**config.mk**
```make
export PLATFORM = sky130hd
export DESIGN_NAME = shift_line_sequencer_flat
export DESIGN_NICKNAME = d
export VERILOG_FILES = /design/src/rtl/wavelet_pkg.sv /design/src/rtl/shift_line_sequencer_if.sv /design/src/rtl/shift_line_sequencer_tick_gen.sv /design/src/rtl/shift_line_sequencer.sv /design/src/flat_wrapper.sv
export SDC_FILE = /design/constraint.sdc
export NUM_CORES = 1
export LEC_CHECK = 0
export BUFFER_PORTS_ARGS = -buffer_cell sky130_fd_sc_hd__buf_4
export CAP_MARGIN = 20
export CORE_AREA = 5 5 62 64
export CTS_CLUSTER_SIZE = 8
export DETAILED_ROUTE_END_ITERATION = 8
export DIE_AREA = 0 0 67 69
export PLACE_DENSITY = 0.88
export SKIP_CTS_REPAIR_TIMING = 1
export SLEW_MARGIN = 20
export SYNTH_ARGS = -nofsm -noshare
export SYNTH_HDL_FRONTEND = slang
export SYNTH_SLANG_ARGS = --single-unit
```
**constraint.sdc**
```tcl
create_clock -name clk -period 4.4 [get_ports clk]
set_input_delay 0.44 -clock clk [delete_from_list [all_inputs] [get_ports clk]]
set_output_delay 0.44 -clock clk [all_outputs]
set_load 0.005 [all_outputs]
```
**src/rtl/wavelet_pkg.sv**
```systemverilog
// Shared definitions for the wavelet tap line, the wavelet filter datapath and
// the shift-line sequencer: default geometry and the sequencer state encoding.
package wavelet_pkg;

  localparam int DEFAULT_TOTAL_TAPS   = 9;
  localparam int DEFAULT_BITS_PER_TAP = 8;
  localparam int DEFAULT_DIV_WIDTH    = 25;
  localparam int DEFAULT_FILL_WIDTH   = 4;

  typedef enum logic [1:0] {
    IDLE        = 2'd0,
    WAIT_TICK   = 2'd1,
    WAIT_SAMPLE = 2'd2,
    COMPUTE     = 2'd3
  } seq_state_e;

  // Increment that sticks at the limit; used for the tap fill level.
  function automatic int sat_inc(input int value, input int limit);
    return (value >= limit) ? limit : value + 1;
  endfunction

  // Where the sequencer goes once it is released (window done or flush):
  // keep running if still enabled, otherwise park.
  function automatic seq_state_e resume_state(input logic enable);
    return enable ? WAIT_TICK : IDLE;
  endfunction

endpackage

```
**src/rtl/shift_line_sequencer_if.sv**
```systemverilog
// Handshake bundle between the shift-line sequencer and its neighbours:
// sample source (valid/ready), tap line (shift enable) and filter (start/done).
// master = sequencer side, slave = environment side.
interface shift_line_sequencer_if;

  logic i_value_valid;
  logic o_value_ready;
  logic o_shift_en;
  logic o_compute_start;
  logic i_compute_done;

  modport master (
    input  i_value_valid,
    input  i_compute_done,
    output o_value_ready,
    output o_shift_en,
    output o_compute_start
  );

  modport slave (
    output i_value_valid,
    output i_compute_done,
    input  o_value_ready,
    input  o_shift_en,
    input  o_compute_start
  );

endinterface

```
**src/rtl/shift_line_sequencer_tick_gen.sv**
```systemverilog
// Sample-rate tick generator: reload-on-zero down-counter.
// The counter is parked at zero while hold_i is high so the first cycle after
// release ticks immediately; clear_i forces the same restart point.
// The divisor is only looked at on reload, so it may change freely between ticks.
module sample_tick_gen
  import wavelet_pkg::*;
#(
  parameter int DIV_WIDTH = DEFAULT_DIV_WIDTH
) (
  input  logic                 clk,
  input  logic                 rst,
  input  logic                 hold_i,
  input  logic                 clear_i,
  input  logic [DIV_WIDTH-1:0] divisor_i,
  output logic                 tick_o
);

  logic [DIV_WIDTH-1:0] count_q;
  logic [DIV_WIDTH-1:0] count_d;

  // Next count and tick: parked/cleared -> zero, terminal count -> tick + reload.
  always_comb begin
    count_d = count_q;
    tick_o  = 1'b0;
    if (hold_i || clear_i) begin
      count_d = '0;
    end else if (count_q == '0) begin
      tick_o  = 1'b1;
      count_d = divisor_i;
    end else begin
      count_d = count_q - DIV_WIDTH'(1);
    end
  end

  // Counter register.
  always_ff @(posedge clk) begin
    if (rst) begin
      count_q <= '0;
    end else begin
      count_q <= count_d;
    end
  end

endmodule

```
**src/rtl/shift_line_sequencer.sv**
```systemverilog
// Shift-line sequencer: paces sample intake with a programmable tick, shifts
// accepted samples into the tap line, tracks the fill level and hands every
// full window to the wavelet filter.
//
//   state       | meaning
//   ------------+-----------------------------------------------------------
//   IDLE        | parked; tick counter held at zero, no intake
//   WAIT_TICK   | running, waiting for the next sample-rate tick
//   WAIT_SAMPLE | tick seen, ready for one sample from the source
//   COMPUTE     | window full, filter owns it until compute_done
//
// Ticks arriving in WAIT_SAMPLE or COMPUTE are dropped and flagged as overrun
// (sticky until reset or flush). Once the line is full it stays full, so every
// later accepted sample immediately starts a new (sliding) window.
module shift_line_sequencer
  import wavelet_pkg::*;
#(
  parameter int TOTAL_TAPS   = DEFAULT_TOTAL_TAPS,
  parameter int BITS_PER_TAP = DEFAULT_BITS_PER_TAP,
  parameter int DIV_WIDTH    = DEFAULT_DIV_WIDTH,
  parameter int FILL_WIDTH   = DEFAULT_FILL_WIDTH
) (
  input  logic                  clk,
  input  logic                  rst,
  input  logic                  i_enable,
  input  logic                  i_flush,
  input  logic [DIV_WIDTH-1:0]  i_divisor,
  shift_line_sequencer_if.master hs,
  output logic                  o_taps_valid,
  output logic [FILL_WIDTH-1:0] o_fill_count,
  output logic                  o_overrun,
  output logic                  o_LED
);

  // The fill counter must be able to represent a full window, and the tap
  // geometry must be meaningful for the line this block drives.
  if (TOTAL_TAPS < 1 || BITS_PER_TAP < 1 || (2 ** FILL_WIDTH) <= TOTAL_TAPS) begin : g_bad_config
    $error("shift_line_sequencer: FILL_WIDTH too narrow for TOTAL_TAPS or bad tap geometry");
  end

  localparam logic [FILL_WIDTH-1:0] FULL_COUNT = FILL_WIDTH'(TOTAL_TAPS);

  seq_state_e            state_q;
  seq_state_e            state_d;
  logic [FILL_WIDTH-1:0] fill_q;
  logic [FILL_WIDTH-1:0] fill_d;
  logic [FILL_WIDTH-1:0] fill_inc;
  logic                  overrun_q;
  logic                  overrun_d;
  logic                  led_q;
  logic                  led_d;
  logic                  first_q;
  logic                  first_d;

  logic                  tick;
  logic                  value_ready;
  logic                  accept;
  logic                  compute_start;

  sample_tick_gen #(
    .DIV_WIDTH (DIV_WIDTH)
  ) u_tick_gen (
    .clk       (clk),
    .rst       (rst),
    .hold_i    (state_q == IDLE),
    .clear_i   (i_flush),
    .divisor_i (i_divisor),
    .tick_o    (tick)
  );

  assign fill_inc = FILL_WIDTH'(sat_inc(int'(fill_q), TOTAL_TAPS));

  // Next state, fill/overrun/heartbeat update and handshake outputs.
  // Flush is applied last so it overrides every other update.
  always_comb begin
    state_d       = state_q;
    fill_d        = fill_q;
    overrun_d     = overrun_q;
    first_d       = 1'b0;
    led_d         = led_q ^ tick;
    value_ready   = 1'b0;
    accept        = 1'b0;
    compute_start = 1'b0;

    case (state_q)
      IDLE: begin
        if (i_enable) begin
          state_d = WAIT_TICK;
        end
      end

      WAIT_TICK: begin
        if (!i_enable) begin
          state_d = IDLE;
        end else if (tick) begin
          state_d = WAIT_SAMPLE;
        end
      end

      WAIT_SAMPLE: begin
        value_ready = !i_flush;
        accept      = value_ready && hs.i_value_valid;
        if (tick) begin
          overrun_d = 1'b1;
        end
        if (accept) begin
          fill_d = fill_inc;
          if (fill_inc == FULL_COUNT) begin
            state_d = COMPUTE;
            first_d = 1'b1;
          end else begin
            state_d = WAIT_TICK;
          end
        end else if (!i_enable) begin
          state_d = IDLE;
        end
      end

      COMPUTE: begin
        // Disable is deferred: the filter keeps the window until it reports done.
        compute_start = first_q;
        if (tick) begin
          overrun_d = 1'b1;
        end
        if (hs.i_compute_done) begin
          state_d = resume_state(i_enable);
        end
      end

      default: begin
        state_d = IDLE;
      end
    endcase

    if (i_flush) begin
      state_d   = resume_state(i_enable);
      fill_d    = '0;
      overrun_d = 1'b0;
      first_d   = 1'b0;
    end
  end

  // State, fill, overrun, heartbeat and window-start registers.
  always_ff @(posedge clk) begin
    if (rst) begin
      state_q   <= IDLE;
      fill_q    <= '0;
      overrun_q <= 1'b0;
      led_q     <= 1'b0;
      first_q   <= 1'b0;
    end else begin
      state_q   <= state_d;
      fill_q    <= fill_d;
      overrun_q <= overrun_d;
      led_q     <= led_d;
      first_q   <= first_d;
    end
  end

  assign hs.o_value_ready   = value_ready;
  assign hs.o_shift_en      = accept;
  assign hs.o_compute_start = compute_start;
  assign o_taps_valid       = (fill_q == FULL_COUNT);
  assign o_fill_count       = fill_q;
  assign o_overrun          = overrun_q;
  assign o_LED              = led_q;

endmodule
```
**src/flat_wrapper.sv**
```systemverilog
// flat-port wrapper written by rule: the top's interface ports become plain ports
module shift_line_sequencer_flat import wavelet_pkg::*;
#(
  parameter int TOTAL_TAPS   = DEFAULT_TOTAL_TAPS,
  parameter int BITS_PER_TAP = DEFAULT_BITS_PER_TAP,
  parameter int DIV_WIDTH    = DEFAULT_DIV_WIDTH,
  parameter int FILL_WIDTH   = DEFAULT_FILL_WIDTH
)
  (clk, rst, i_enable, i_flush, i_divisor, o_taps_valid, o_fill_count, o_overrun, o_LED, hs_i_value_valid, hs_i_compute_done, hs_o_value_ready, hs_o_shift_en, hs_o_compute_start);
  shift_line_sequencer_if hs_i ();
  input  logic clk;
  input  logic rst;
  input  logic i_enable;
  input  logic i_flush;
  input  logic [DIV_WIDTH-1:0] i_divisor;
  output logic o_taps_valid;
  output logic [FILL_WIDTH-1:0] o_fill_count;
  output logic o_overrun;
  output logic o_LED;
  input wire logic [$bits(hs_i.i_value_valid)-1:0] hs_i_value_valid;
  input wire logic [$bits(hs_i.i_compute_done)-1:0] hs_i_compute_done;
  output wire logic [$bits(hs_i.o_value_ready)-1:0] hs_o_value_ready;
  output wire logic [$bits(hs_i.o_shift_en)-1:0] hs_o_shift_en;
  output wire logic [$bits(hs_i.o_compute_start)-1:0] hs_o_compute_start;
  assign hs_i.i_value_valid = hs_i_value_valid;
  assign hs_i.i_compute_done = hs_i_compute_done;
  assign hs_o_value_ready = hs_i.o_value_ready;
  assign hs_o_shift_en = hs_i.o_shift_en;
  assign hs_o_compute_start = hs_i.o_compute_start;
  shift_line_sequencer #(.TOTAL_TAPS(TOTAL_TAPS), .BITS_PER_TAP(BITS_PER_TAP), .DIV_WIDTH(DIV_WIDTH), .FILL_WIDTH(FILL_WIDTH)) u_core (.clk(clk), .rst(rst), .i_enable(i_enable), .i_flush(i_flush), .i_divisor(i_divisor), .hs(hs_i), .o_taps_valid(o_taps_valid), .o_fill_count(o_fill_count), .o_overrun(o_overrun), .o_LED(o_LED));
endmodule
```
==> impl_metrics.prom, run 1 <==
# TYPE chip_impl_metric gauge
chip_impl_metric{name="num-fill-cells",unit=""} 281
chip_impl_metric{name="dieArea",unit="um2"} 4620
chip_impl_metric{name="slew_headroom",unit=""} 0.401
chip_impl_metric{name="grt_max_degree",unit=""} 26
chip_impl_info{name="yosys_most_used_dff",value="dfxtp_1"} 1
chip_impl_metric{name="vias",unit=""} 1686
chip_impl_info{name="synthMostInstantiatedCell",value="dfxtp_1"} 1
chip_impl_metric{name="fin_nets",unit=""} 293
chip_impl_metric{name="start_util",unit=""} 0.547
chip_impl_metric{name="critical-path-max-stage-delay",unit="ns"} 0.57
chip_impl_metric{name="synth_compound_area_frac",unit=""} 0.175
chip_impl_metric{name="grt_first_pass_wirelength",unit="um"} 7090
chip_impl_info{name="cp_top_family",value="simple AND/OR/NAND/NOR gates"} 1
chip_impl_metric{name="grt_overflow_total",unit=""} 0
chip_impl_metric{name="post_route_cells_drive_above_1_share",unit=""} 0.216
chip_impl_metric{name="transition_time_at_the_pin_with_the_least_slew_margin",unit="ns"} 0.886
chip_impl_metric{name="clk_transition_reported_paths",unit="ns"} 0.11
chip_impl_metric{name="grt_antenna_before_repair",unit=""} 0
chip_impl_metric{name="synth-edff-count",unit=""} 0
chip_impl_metric{name="ioPinCount",unit=""} 41
chip_impl_metric{name="worst_clock_skew_on_the_final_layout",unit="ns"} 0.0125
chip_impl_metric{name="synth_sequential_area_ratio",unit=""} 0.385
chip_impl_metric{name="totalPowerFinal",unit="uW"} 851
chip_impl_metric{name="slew_violations",unit=""} 0
chip_impl_metric{name="final_min_period_over_clock_period",unit=""} 0.618
chip_impl_metric{name="drv_cap",unit=""} 0
chip_impl_metric{name="synthesis.area_per_instance",unit="um2"} 8.00
chip_impl_info{name="worst-setup-path-type",value="reg2reg"} 1
chip_impl_metric{name="synthesis.nets",unit=""} 256
chip_impl_metric{name="first_iter_violations",unit=""} 132
chip_impl_metric{name="totalNegativeSetupSlack",unit="ns"} 0
chip_impl_metric{name="vdd_drop_max",unit="uV"} 154
chip_impl_info{name="setup_crit_start_kind",value="flip-flop"} 1
chip_impl_metric{name="mappedNetlistArea",unit="um2"} 1770
chip_impl_metric{name="area_growth",unit="%"} 22.4
chip_impl_metric{name="setup_viol",unit=""} 0
chip_impl_metric{name="drc_errors",unit=""} 0
chip_impl_metric{name="synthesis.instances",unit=""} 221
chip_impl_info{name="synthTopCellsByCount",value="dfxtp_1 (34), nor2_1 (32), o21ai_0 (22)"} 1
chip_impl_metric{name="worstPathArrival",unit="ns"} 3.01
chip_impl_metric{name="post_drt_via_cell_ratio",unit=""} 5.53
chip_impl_metric{name="ys_warn_count",unit=""} 0
chip_impl_metric{name="cts.path.max_buffers",unit=""} 2
chip_impl_metric{name="synth-adder-area-share",unit=""} 0.0283
chip_impl_metric{name="detailedRoute.firstPassIterationCount",unit=""} 4
chip_impl_metric{name="fp-row-count",unit=""} 21
chip_impl_metric{name="powerDensity",unit="nW/um2"} 394
chip_impl_info{name="slowest_stage",value="or4b_1"} 1
chip_impl_metric{name="final_antenna_net_count",unit=""} 0
chip_impl_metric{name="cts_made_buffers",unit=""} 5
chip_impl_metric{name="final-seq-area",unit="um2"} 681
chip_impl_metric{name="clock_sink_count",unit=""} 34
chip_impl_info{name="hold_path_class",value="in2reg"} 1
chip_impl_info{name="combinational_family_with_the_most_area_after_synthesis",value="simple AND/OR/NAND/NOR gates"} 1
chip_impl_metric{name="leakagePower",unit="nW"} 0.932
chip_impl_metric{name="synth.mux.area_fraction",unit=""} 0.00637
chip_impl_metric{name="synth_simple_gate_area_frac",unit=""} 0.263
chip_impl_metric{name="clkLatencyLatePin",unit="ns"} 0.35
chip_impl_metric{name="core_area",unit="um2"} 3230
chip_impl_metric{name="postSynthRegisterBits",unit=""} 34
chip_impl_metric{name="globalplace.congestion",unit=""} 0.804
chip_impl_info{name="yosysTopAreaCell",value="dfxtp_1"} 1
chip_impl_metric{name="routed_wl",unit="um"} 4090
chip_impl_metric{name="timing_limited_maximum_frequency",unit="GHz"} 0.368
chip_impl_metric{name="synth_area_in_xor_xnor",unit=""} 0.0941
chip_impl_info{name="outcome",value="complete, no violations"} 1
chip_impl_metric{name="synth_largest_type_area_fraction",unit=""} 0.385
chip_impl_info{name="rsz0062_at_grt",value="no"} 1
chip_impl_metric{name="timing.final.hold_violations",unit=""} 0
chip_impl_metric{name="fp.dieW",unit="um"} 67
chip_impl_info{name="timing.critical_path.cells",value="inv_1, ha_1, or4b_1, nor3_4, nand3_2, or4_1, a21oi_1"} 1
chip_impl_metric{name="drt-wirelength-per-cell",unit="um"} 13.4
chip_impl_metric{name="cp_data_required_time",unit="ns"} 4.68
chip_impl_metric{name="crit_path_buf_inv_count",unit=""} 1
chip_impl_info{name="critical_path.endpoint_type",value="flip-flop"} 1
chip_impl_metric{name="yosys.cell_types.count",unit=""} 37
chip_impl_info{name="tritoncts",value="done"} 1
chip_impl_info{name="synth_top_cells_by_area",value="dfxtp_1 (38%), nor2_1 (6.8%), o21ai_0 (6.2%)"} 1
chip_impl_info{name="cts.root.buffer_cell",value="clkbuf_4"} 1
chip_impl_metric{name="io_buffer_count",unit=""} 40
chip_impl_metric{name="die_h",unit="um"} 69
chip_impl_metric{name="worstPathMaxFanout",unit=""} 25
chip_impl_metric{name="multi_input_area",unit="um2"} 1010
chip_impl_metric{name="postSynth.asyncResetShare",unit=""} 0
chip_impl_metric{name="antenna-diode-count",unit=""} 0
chip_impl_metric{name="post-dp-hpwl",unit="um"} 2900
chip_impl_metric{name="track_usage",unit=""} 0.195
chip_impl_metric{name="fin_crit",unit="ns"} 2.72
chip_impl_metric{name="first_global_vias",unit=""} 1639
chip_impl_metric{name="htreeDepth",unit=""} 2
[cell usage in the layout (no fill, tap or decap), types with 3 or more instances in the layout]
| cell | synthesis | final |
|---|---|---|
| dfxtp_1 | 34 | 34 |
| o21a_1 | 3 | 3 |
| inv_1 | 9 | 9 |
| nand4b_1 | 3 | 3 |
| nor4_1 | 5 | 5 |
| xor2_1 | 11 | 11 |
| nand2_1 | 10 | 10 |
| nor3_1 | 14 | 14 |
| nand3_1 | 4 | 4 |
| ha_1 | 4 | 4 |
| clkbuf_4 | 0 | 5 |
| nor2_1 | 32 | 32 |
| o21ai_0 | 22 | 22 |
| or4_1 | 5 | 5 |
| and3_1 | 3 | 3 |
| a211oi_1 | 5 | 5 |
| a21oi_1 | 13 | 13 |
| xnor2_1 | 8 | 8 |
| buf_4 | 0 | 43 |
[worst paths after layout]
kind,startpoint,to,slack [ns],cells past startpoint
setup / recovery,u_core.u_tick_gen.count_q[0],u_core.o_LED,1.68,7
hold / removal,rst,u_core.o_LED,0.29,2
setup reg to reg,u_core.u_tick_gen.count_q[0],u_core.o_LED,1.68,7
hold reg to reg,u_core.o_LED,u_core.o_LED,0.50,2
[metrics by stage]
stage / cell area [um2] / hold WS [ns] / setup slack, ns / instances / util
final: 2160 / 0.293 / 1.68 / 305 / 0.669
after global routing: 2160 / 0.272 / 1.39 / 305 / 0.669
after CTS: 2160 / 0.282 / 1.69 / 305 / 0.667
after detailed placement: 2100 / 0.479 / 1.70 / 297 / 0.649
after global placement: 2100 / 0.466 / 1.80 / 297 / 0.649
after floorplan: 1770 / 0.454 / 2.24 / 221 / -
[flip-flops by register name, indices dropped and copies added (netlist names)]
name                       flops
u_core.first_q                 1
u_core.o_LED                   1
u_core.o_overrun               1
u_core.o_fill_count            4
u_core.u_tick_gen.count_q     25
u_core.state_q                 2
[kinds of logic (layout without fill, tap and decap cells)]
group                    after synthesis  in the layout
AND/OR/NAND/NOR                       88             88
AO/OA/AOI/OAI                         53             53
flip-flops                            34             34
buffers and inverters                 22             60
XOR/XNOR                              19             19
adder cells (fa/ha/maj)                4              4
multiplexers                           1              1
[cell type report]
cell class / instances / share of cell area
Tap cell: 46 / 0.0266
Clock buffer: 7 / 0.0254
Timing Repair Buffer: 43 / 0.149
Inverter: 9 / 0.0156
Multi-Input combinational cell: 165 / 0.466
Clock inverter: 1 / 0.00231
Sequential cell: 34 / 0.315
[power breakdown]
group / internal, mW / leakage [nW] / switching (mW)
registers: 0.324 / 0.275 / 0.0172
logic: 0.135 / 0.621 / 0.191
clock network: 0.0774 / 0.0353 / 0.107
total: 0.536 / 0.932 / 0.315
[metal layers]
layer,vias up,routed length (um),GRT usage
li1,855,-,-
met1,782,1740,0.234
met2,41,2060,0.312
met3,8,202,0.0682
met4,0,93,0.0788
met5,-,0,0
[worst reg2reg max path: stages, from the launching register on]
cell	delay [ns]
dfxtp_1	0.35
inv_1	0.06
ha_1	0.19
or4b_1	0.57
nor3_4	0.42
nand3_2	0.40
or4_1	0.52
a21oi_1	0.14
Power figures use the tool's default switching activity.
==> inputs of run 2 (changes only) <==
- CORE_AREA: 5 5 62 64 -> 5 5 64 66
- DIE_AREA: 0 0 67 69 -> 0 0 69 71
- PLACE_DENSITY: 0.88 -> 0.83
- clock period: 4.4 -> 2.7 ns (I/O delays scaled with it)
==> run 2 against run 1 <==
Effect of this change: non-clock buffer count up 2; setup slack lost 1.2 ns; sequential share of layout area down 0.16 points; global-route usage down 2.6 points; maximum frequency rose by 22%; wire length decreased by 1.7%; via count is 0.12% higher; clock power up 60%; cell count is 1.3% higher; final area is 0.52% higher; first-iteration DRC count is 17% lower; power up 64%; critical path type unchanged.
==> impl_metrics.prom, run 2 (same netlist as run 1, synthesis figures left out) <==
# TYPE chip_impl_metric gauge
chip_impl_metric{name="routed_wl",unit="um"} 4020
chip_impl_metric{name="first_iter_violations",unit=""} 110
chip_impl_info{name="cts.root.buffer_cell",value="clkbuf_4"} 1
chip_impl_metric{name="totalPowerFinal",unit="mW"} 1.40
chip_impl_info{name="outcome",value="complete, no violations"} 1
chip_impl_metric{name="fin_crit",unit="ns"} 2.23
chip_impl_info{name="critical_path.endpoint_type",value="flip-flop"} 1
chip_impl_metric{name="clock_sink_count",unit=""} 34
chip_impl_metric{name="grt_overflow_total",unit=""} 0
chip_impl_info{name="layout_commonest_cell",value="buf_4"} 1
chip_impl_metric{name="final_antenna_net_count",unit=""} 0
chip_impl_info{name="max_flop_register",value="u_core.u_tick_gen.count_q"} 1
chip_impl_metric{name="detailedRoute.firstPassIterationCount",unit=""} 4
chip_impl_metric{name="grt_max_degree",unit=""} 41
chip_impl_info{name="worst-setup-path-type",value="reg2reg"} 1
chip_impl_metric{name="place_inst",unit=""} 301
chip_impl_metric{name="start_util",unit=""} 0.502
chip_impl_info{name="rsz0062_at_grt",value="no"} 1
chip_impl_metric{name="gr_util_met3",unit=""} 0.0540
chip_impl_metric{name="core_area",unit="um2"} 3520
chip_impl_metric{name="multi_input_area",unit="um2"} 1000
chip_impl_metric{name="vdd_drop_max",unit="uV"} 359
chip_impl_metric{name="timing.final.hold_violations",unit=""} 0
chip_impl_metric{name="post_route_cells_drive_above_1_share",unit=""} 0.218
chip_impl_metric{name="worstPathMaxFanout",unit=""} 40
chip_impl_metric{name="totalNegativeSetupSlack",unit="ns"} 0
chip_impl_metric{name="final-seq-area",unit="um2"} 681
chip_impl_metric{name="grt_first_pass_wirelength",unit="um"} 6790
chip_impl_metric{name="drc_errors",unit=""} 0
chip_impl_info{name="hold_path_class",value="in2reg"} 1
chip_impl_metric{name="area_growth",unit="%"} 23.0
chip_impl_metric{name="io_buffer_count",unit=""} 40
chip_impl_metric{name="post-dp-hpwl",unit="um"} 2900
chip_impl_metric{name="num-fill-cells",unit=""} 333
chip_impl_metric{name="dieArea",unit="um2"} 4900
chip_impl_metric{name="final_min_period_over_clock_period",unit=""} 0.827
chip_impl_metric{name="worstPathArrival",unit="ns"} 2.47
chip_impl_metric{name="vias",unit=""} 1688
chip_impl_metric{name="cts_made_buffers",unit=""} 5
chip_impl_metric{name="globalplace.congestion",unit=""} 0.809
chip_impl_metric{name="fin_nets",unit=""} 295
chip_impl_metric{name="worst_clock_skew_on_the_final_layout",unit="ns"} 0.00885
chip_impl_metric{name="first_global_vias",unit=""} 1600
chip_impl_metric{name="clk_transition_reported_paths",unit="ns"} 0.10
chip_impl_info{name="setup_crit_start_kind",value="flip-flop"} 1
chip_impl_metric{name="post_drt_via_cell_ratio",unit=""} 5.46
chip_impl_metric{name="die_h",unit="um"} 71
chip_impl_metric{name="powerDensity",unit="nW/um2"} 642
chip_impl_info{name="layout.cells.most_common_list",value="buf_4 (45), dfxtp_1 (34), nor2_1 (32), o21ai_0 (22), nor3_1 (14)"} 1
chip_impl_metric{name="fin_cells",unit=""} 309
chip_impl_metric{name="track_usage",unit=""} 0.170
chip_impl_metric{name="clkLatencyLatePin",unit="ns"} 0.34
chip_impl_metric{name="ioPinCount",unit=""} 41
chip_impl_metric{name="transition_time_at_the_pin_with_the_least_slew_margin",unit="ns"} 0.494
chip_impl_metric{name="largest_register_ff_count",unit=""} 25
chip_impl_metric{name="gr-usage-met1",unit=""} 0.196
chip_impl_metric{name="setup_viol",unit=""} 0
chip_impl_info{name="tritoncts",value="done"} 1
chip_impl_metric{name="fp-row-count",unit=""} 22
chip_impl_metric{name="slew_violations",unit=""} 0
chip_impl_metric{name="timing_limited_maximum_frequency",unit="GHz"} 0.448
chip_impl_info{name="busiest_layer",value="met2"} 1
chip_impl_metric{name="grt_antenna_before_repair",unit=""} 0
chip_impl_metric{name="cp_data_required_time",unit="ns"} 2.93
chip_impl_metric{name="antenna-diode-count",unit=""} 0
chip_impl_metric{name="use_met2",unit=""} 0.287
chip_impl_metric{name="leakagePower",unit="nW"} 0.942
chip_impl_metric{name="drv_cap",unit=""} 0
chip_impl_metric{name="slew_headroom",unit=""} 0.668
chip_impl_metric{name="cts.path.max_buffers",unit=""} 2
chip_impl_metric{name="htreeDepth",unit=""} 2
chip_impl_metric{name="fp.dieW",unit="um"} 69
chip_impl_metric{name="drt-wirelength-per-cell",unit="um"} 13.0
==> run 2: per-stage QoR <==
stage / util / hold WS [ns] / area [um2] / setup WS, ns
after floorplan: - / 0.339 / 1770 / 0.536
after global placement: 0.600 / 0.453 / 2110 / 0.580
after detailed placement: 0.600 / 0.459 / 2110 / 0.470
after CTS: 0.617 / 0.113 / 2170 / 0.457
after global routing: 0.617 / 0.116 / 2170 / 0.308
final: 0.617 / 0.126 / 2170 / 0.467
==> run 2: worst max-delay path, stage by stage, from the launching register on <==
cell	delay, ns
dfxtp_1	0.35
inv_1	0.07
ha_1	0.19
or4b_1	0.59
nor3_4	0.26
nand3_2	0.09
buf_4	0.25
o31ai_1	0.23
a21oi_1	0.09
==> run 2: cell type report <==
type                    count  area share
multi-input cells         165       0.461
clock buffers               7      0.0253
inverters                   9      0.0155
well taps                  48      0.0276
clock inverters             1     0.00230
repair buffers             45       0.155
flip-flops and latches     34       0.313
==> run 2: metal layers <==
| metal | share of wire | vias to the layer above |
|---|---|---|
| li1 | - | 861 |
| met1 | 0.45 | 791 |
| met2 | 0.49 | 29 |
| met3 | 0.045 | 7 |
| met4 | 0.016 | 0 |
| met5 | 0 | - |
==> run 2: where the power goes <==
part	internal [mW]	switching, mW	total [mW]
Clock	0.126	0.169	0.295
Sequential	0.528	0.0279	0.556
Combinational	0.228	0.318	0.546
Total	0.882	0.515	1.40
==> run 2: worst paths after layout <==
path                                     start          endpoint  slack [ns]  cells after the start
hold reg to reg               u_core.o_overrun  u_core.o_overrun        0.48                      1
setup reg to reg  u_core.u_tick_gen.count_q[0]      u_core.o_LED        0.47                      8
setup / recovery  u_core.u_tick_gen.count_q[0]      u_core.o_LED        0.47                      8
hold / removal                             rst      u_core.o_LED        0.13                      2
==> inputs of run 3 (changes only) <==
- ABC_AREA: not set -> 1
- CORE_AREA: 5 5 64 66 -> 5 5 67 69
- DIE_AREA: 0 0 69 71 -> 0 0 72 74
- clock period: 2.7 -> 2.35 ns (I/O delays scaled with it)
==> run 3 against run 2 <==
Effect of this change: flip-flop and latch count is the same; largest cell class unchanged; synthesized cell count grew 29%; combinational power grew to 2.8 times the previous value; global-route usage grew 1.6 points; non-clock buffer count shrank 4.
==> impl_metrics.prom, run 3 <==
# TYPE chip_impl_metric gauge
chip_impl_metric{name="worstPathMaxFanout",unit=""} 25
chip_impl_info{name="synthMostInstantiatedCell",value="nor2_1"} 1
chip_impl_metric{name="synth_sequential_area_ratio",unit=""} 0.344
chip_impl_metric{name="drv_cap",unit=""} 0
chip_impl_metric{name="ys_warn_count",unit=""} 0
chip_impl_metric{name="slew_headroom",unit=""} 0.680
chip_impl_info{name="layout_commonest_cell",value="nor2_1"} 1
chip_impl_metric{name="synthesis.nets",unit=""} 321
chip_impl_metric{name="grt_first_pass_wirelength",unit="um"} 7760
chip_impl_metric{name="mappedNetlistArea",unit="um2"} 1980
chip_impl_info{name="slowest_stage",value="dfxtp_1"} 1
chip_impl_metric{name="synthesis.instances",unit=""} 286
chip_impl_metric{name="cts.path.max_buffers",unit=""} 2
chip_impl_metric{name="ioPinCount",unit=""} 41
chip_impl_metric{name="worstPathArrival",unit="ns"} 2.10
chip_impl_metric{name="htreeDepth",unit=""} 2
chip_impl_metric{name="drc_errors",unit=""} 0
chip_impl_metric{name="timing_limited_maximum_frequency",unit="GHz"} 0.531
chip_impl_metric{name="crit_path_buf_inv_count",unit=""} 2
chip_impl_metric{name="grt_antenna_before_repair",unit=""} 0
chip_impl_metric{name="clock_sink_count",unit=""} 34
chip_impl_metric{name="fin_nets",unit=""} 364
chip_impl_metric{name="dieArea",unit="um2"} 5330
chip_impl_metric{name="final_min_period_over_clock_period",unit=""} 0.802
chip_impl_metric{name="routed_wl",unit="um"} 4410
chip_impl_metric{name="clkLatencyLatePin",unit="ns"} 0.29
chip_impl_metric{name="clk_transition_reported_paths",unit="ns"} 0.07
chip_impl_metric{name="yosys.cell_types.count",unit=""} 33
chip_impl_metric{name="largest_register_ff_count",unit=""} 25
chip_impl_metric{name="setup_viol",unit=""} 0
chip_impl_metric{name="core_area",unit="um2"} 3860
chip_impl_metric{name="track_usage",unit=""} 0.186
chip_impl_metric{name="internal_power",unit="mW"} 1.39
chip_impl_metric{name="critical-path-max-stage-delay",unit="ns"} 0.32
chip_impl_info{name="critical_path.endpoint_type",value="flip-flop"} 1
chip_impl_metric{name="detailedRoute.firstPassIterationCount",unit=""} 4
chip_impl_metric{name="power.share.sequential",unit=""} 0.267
chip_impl_metric{name="postSynth.asyncResetShare",unit=""} 0
chip_impl_metric{name="totalNegativeSetupSlack",unit="ns"} 0
chip_impl_metric{name="final_antenna_net_count",unit=""} 0
chip_impl_metric{name="transition_time_at_the_pin_with_the_least_slew_margin",unit="ns"} 0.478
chip_impl_metric{name="fp.dieW",unit="um"} 72
chip_impl_metric{name="synth-edff-count",unit=""} 0
chip_impl_metric{name="clkPwrFrac",unit=""} 0.165
chip_impl_info{name="worst-setup-path-type",value="reg2reg"} 1
chip_impl_metric{name="layout.cell_area.non_filler",unit="um2"} 2410
chip_impl_metric{name="antenna-diode-count",unit=""} 0
chip_impl_metric{name="dpl_cell_area",unit="um2"} 2320
chip_impl_info{name="tritoncts",value="done"} 1
chip_impl_metric{name="worst_clock_skew_on_the_final_layout",unit="ns"} 0.00617
chip_impl_metric{name="postSynthRegisterBits",unit=""} 34
chip_impl_metric{name="timing.final.hold_violations",unit=""} 0
chip_impl_metric{name="io_buffer_count",unit=""} 40
chip_impl_metric{name="drt-wirelength-per-cell",unit="um"} 11.6
chip_impl_metric{name="globalplace.congestion",unit=""} 0.818
chip_impl_info{name="outcome",value="complete, no violations"} 1
chip_impl_metric{name="leakagePower",unit="nW"} 1.16
chip_impl_metric{name="vdd_drop_max",unit="uV"} 674
chip_impl_metric{name="start_util",unit=""} 0.513
chip_impl_metric{name="final_hold_slack",unit="ns"} 0.177
chip_impl_info{name="setup_crit_start_kind",value="flip-flop"} 1
chip_impl_metric{name="die_h",unit="um"} 74
chip_impl_metric{name="vias",unit=""} 1941
chip_impl_metric{name="post_route_cells_drive_above_1_share",unit=""} 0.258
chip_impl_metric{name="first_iter_violations",unit=""} 83
chip_impl_metric{name="slew_violations",unit=""} 0
chip_impl_metric{name="place_inst",unit=""} 372
chip_impl_metric{name="powerDensity",unit="nW/um2"} 1120
chip_impl_metric{name="area_growth",unit="%"} 22.1
chip_impl_info{name="max_flop_register",value="u_core.u_tick_gen.count_q"} 1
chip_impl_metric{name="switching_share",unit=""} 0.486
chip_impl_info{name="cp_top_family",value="simple AND/OR/NAND/NOR gates"} 1
chip_impl_metric{name="grt_max_degree",unit=""} 26
chip_impl_metric{name="cp_data_required_time",unit="ns"} 2.57
chip_impl_info{name="synth_top_cells_by_area",value="dfxtp_1 (34%), nor2_1 (8.4%), nand2_1 (7.4%)"} 1
chip_impl_metric{name="post_drt_via_cell_ratio",unit=""} 5.11
chip_impl_metric{name="first_global_vias",unit=""} 1835
chip_impl_metric{name="fp-row-count",unit=""} 23
chip_impl_info{name="rsz0062_at_grt",value="no"} 1
chip_impl_metric{name="cts_made_buffers",unit=""} 5
chip_impl_metric{name="finalCoreUtilization",unit=""} 0.626
chip_impl_metric{name="post-dp-hpwl",unit="um"} 3340
chip_impl_metric{name="fin_crit",unit="ns"} 1.88
chip_impl_info{name="synthTopCellsByCount",value="nor2_1 (44), nand2_1 (39), dfxtp_1 (34)"} 1
chip_impl_metric{name="synth_largest_type_area_fraction",unit=""} 0.344
chip_impl_metric{name="grt_overflow_total",unit=""} 0
chip_impl_info{name="hold_path_class",value="in2reg"} 1
chip_impl_metric{name="fin_cells",unit=""} 380
chip_impl_metric{name="switching_power_summed_over_all_nets",unit="mW"} 1.31
chip_impl_metric{name="synthesis.area_per_instance",unit="um2"} 6.91
chip_impl_metric{name="fraction_of_power_consumed_by_combinational_cells",unit=""} 0.568
chip_impl_info{name="yosys_most_used_dff",value="dfxtp_1"} 1
chip_impl_info{name="timing.critical_path.cells",value="inv_2, ha_1, nand2_2, nor2_2, nand2_4, nor2_8, nand2_2, inv_2, nand2_1, a21boi_1"} 1
chip_impl_info{name="cts.root.buffer_cell",value="clkbuf_8"} 1
chip_impl_info{name="yosysTopAreaCell",value="dfxtp_1"} 1
chip_impl_info{name="layout.cells.most_common_list",value="nor2_1 (44), buf_4 (41), nand2_1 (39), dfxtp_1 (34), inv_1 (29)"} 1
run 3: cell types whose count changed in the layout (fill, tap and decap cells not counted), sizes merged, moves of 7 or more:
| cell | change |
|---|---|
| nor2 | +22 |
| nand3 | +11 |
| o21ai | +9 |
| inv | +34 |
| a21oi | +10 |
| nand2 | +34 |
| nor3 | -11 |
| xnor2 | -7 |
run 3: cell families after synthesis:
family          synth area share
xor+xnor                  0.0532
buf+inv                   0.0943
fa+ha+maj                 0.0253
flops                      0.344
simple gates               0.315
compound gates             0.168
run 3: worst paths after layout:
path / start / depth (start not counted) / end / slack (ns)
hold reg to reg: u_core.u_tick_gen.count_q[0] / 1 / u_core.u_tick_gen.count_q[0] / 0.45
setup reg to reg: u_core.u_tick_gen.count_q[0] / 10 / u_core.u_tick_gen.count_q[24] / 0.47
setup / recovery: u_core.u_tick_gen.count_q[0] / 10 / u_core.u_tick_gen.count_q[24] / 0.47
hold / removal: i_divisor[8] / 3 / u_core.u_tick_gen.count_q[8] / 0.18
run 3: per-layer routing:
metal / wire (um) / global-route usage / vias up
met3: 289 / 0.0541 / 5
met2: 2100 / 0.319 / 49
met4: 44 / 0.0752 / 0
li1: - / - / 1017
met5: 0 / 0 / -
met1: 1980 / 0.219 / 870
run 3: layout make-up:
cell class,count,area [um2]
multi-input combinational,204,1110
clock buffer,7,86.3
timing repair buffer,41,308
sequential,34,681
clock inverter,1,5.00
tap,50,62.6
fill,366,1440
inverter,43,161
run 3: metrics by stage:
| step | setup WS, ns | power [mW] |
|---|---|---|
| 6_report | 0.466 | 2.70 |
| 5_1_grt | 0.298 | 2.94 |
| 4_1_cts | 0.441 | 2.72 |
| 3_5_place_dp | 0.462 | 2.25 |
| 3_3_place_gp | 0.551 | 2.21 |
| 2_1_floorplan | 0.816 | 1.95 |
run 3: tightest hold or removal path: stages:
cell     delay [ns]
buf_4          0.07
o21ai_1        0.06
nor2_1         0.07
run 3: power by group through the flow:
stage          registers (mW)  logic (mW)  clock network (mW)
3_5_place_dp            0.732        1.52                   0
5_1_grt                 0.732        1.72               0.494
4_1_cts                 0.720        1.54               0.459
3_3_place_gp            0.729        1.48                   0
6_report                0.722        1.53               0.447
2_1_floorplan           0.719        1.23                   0
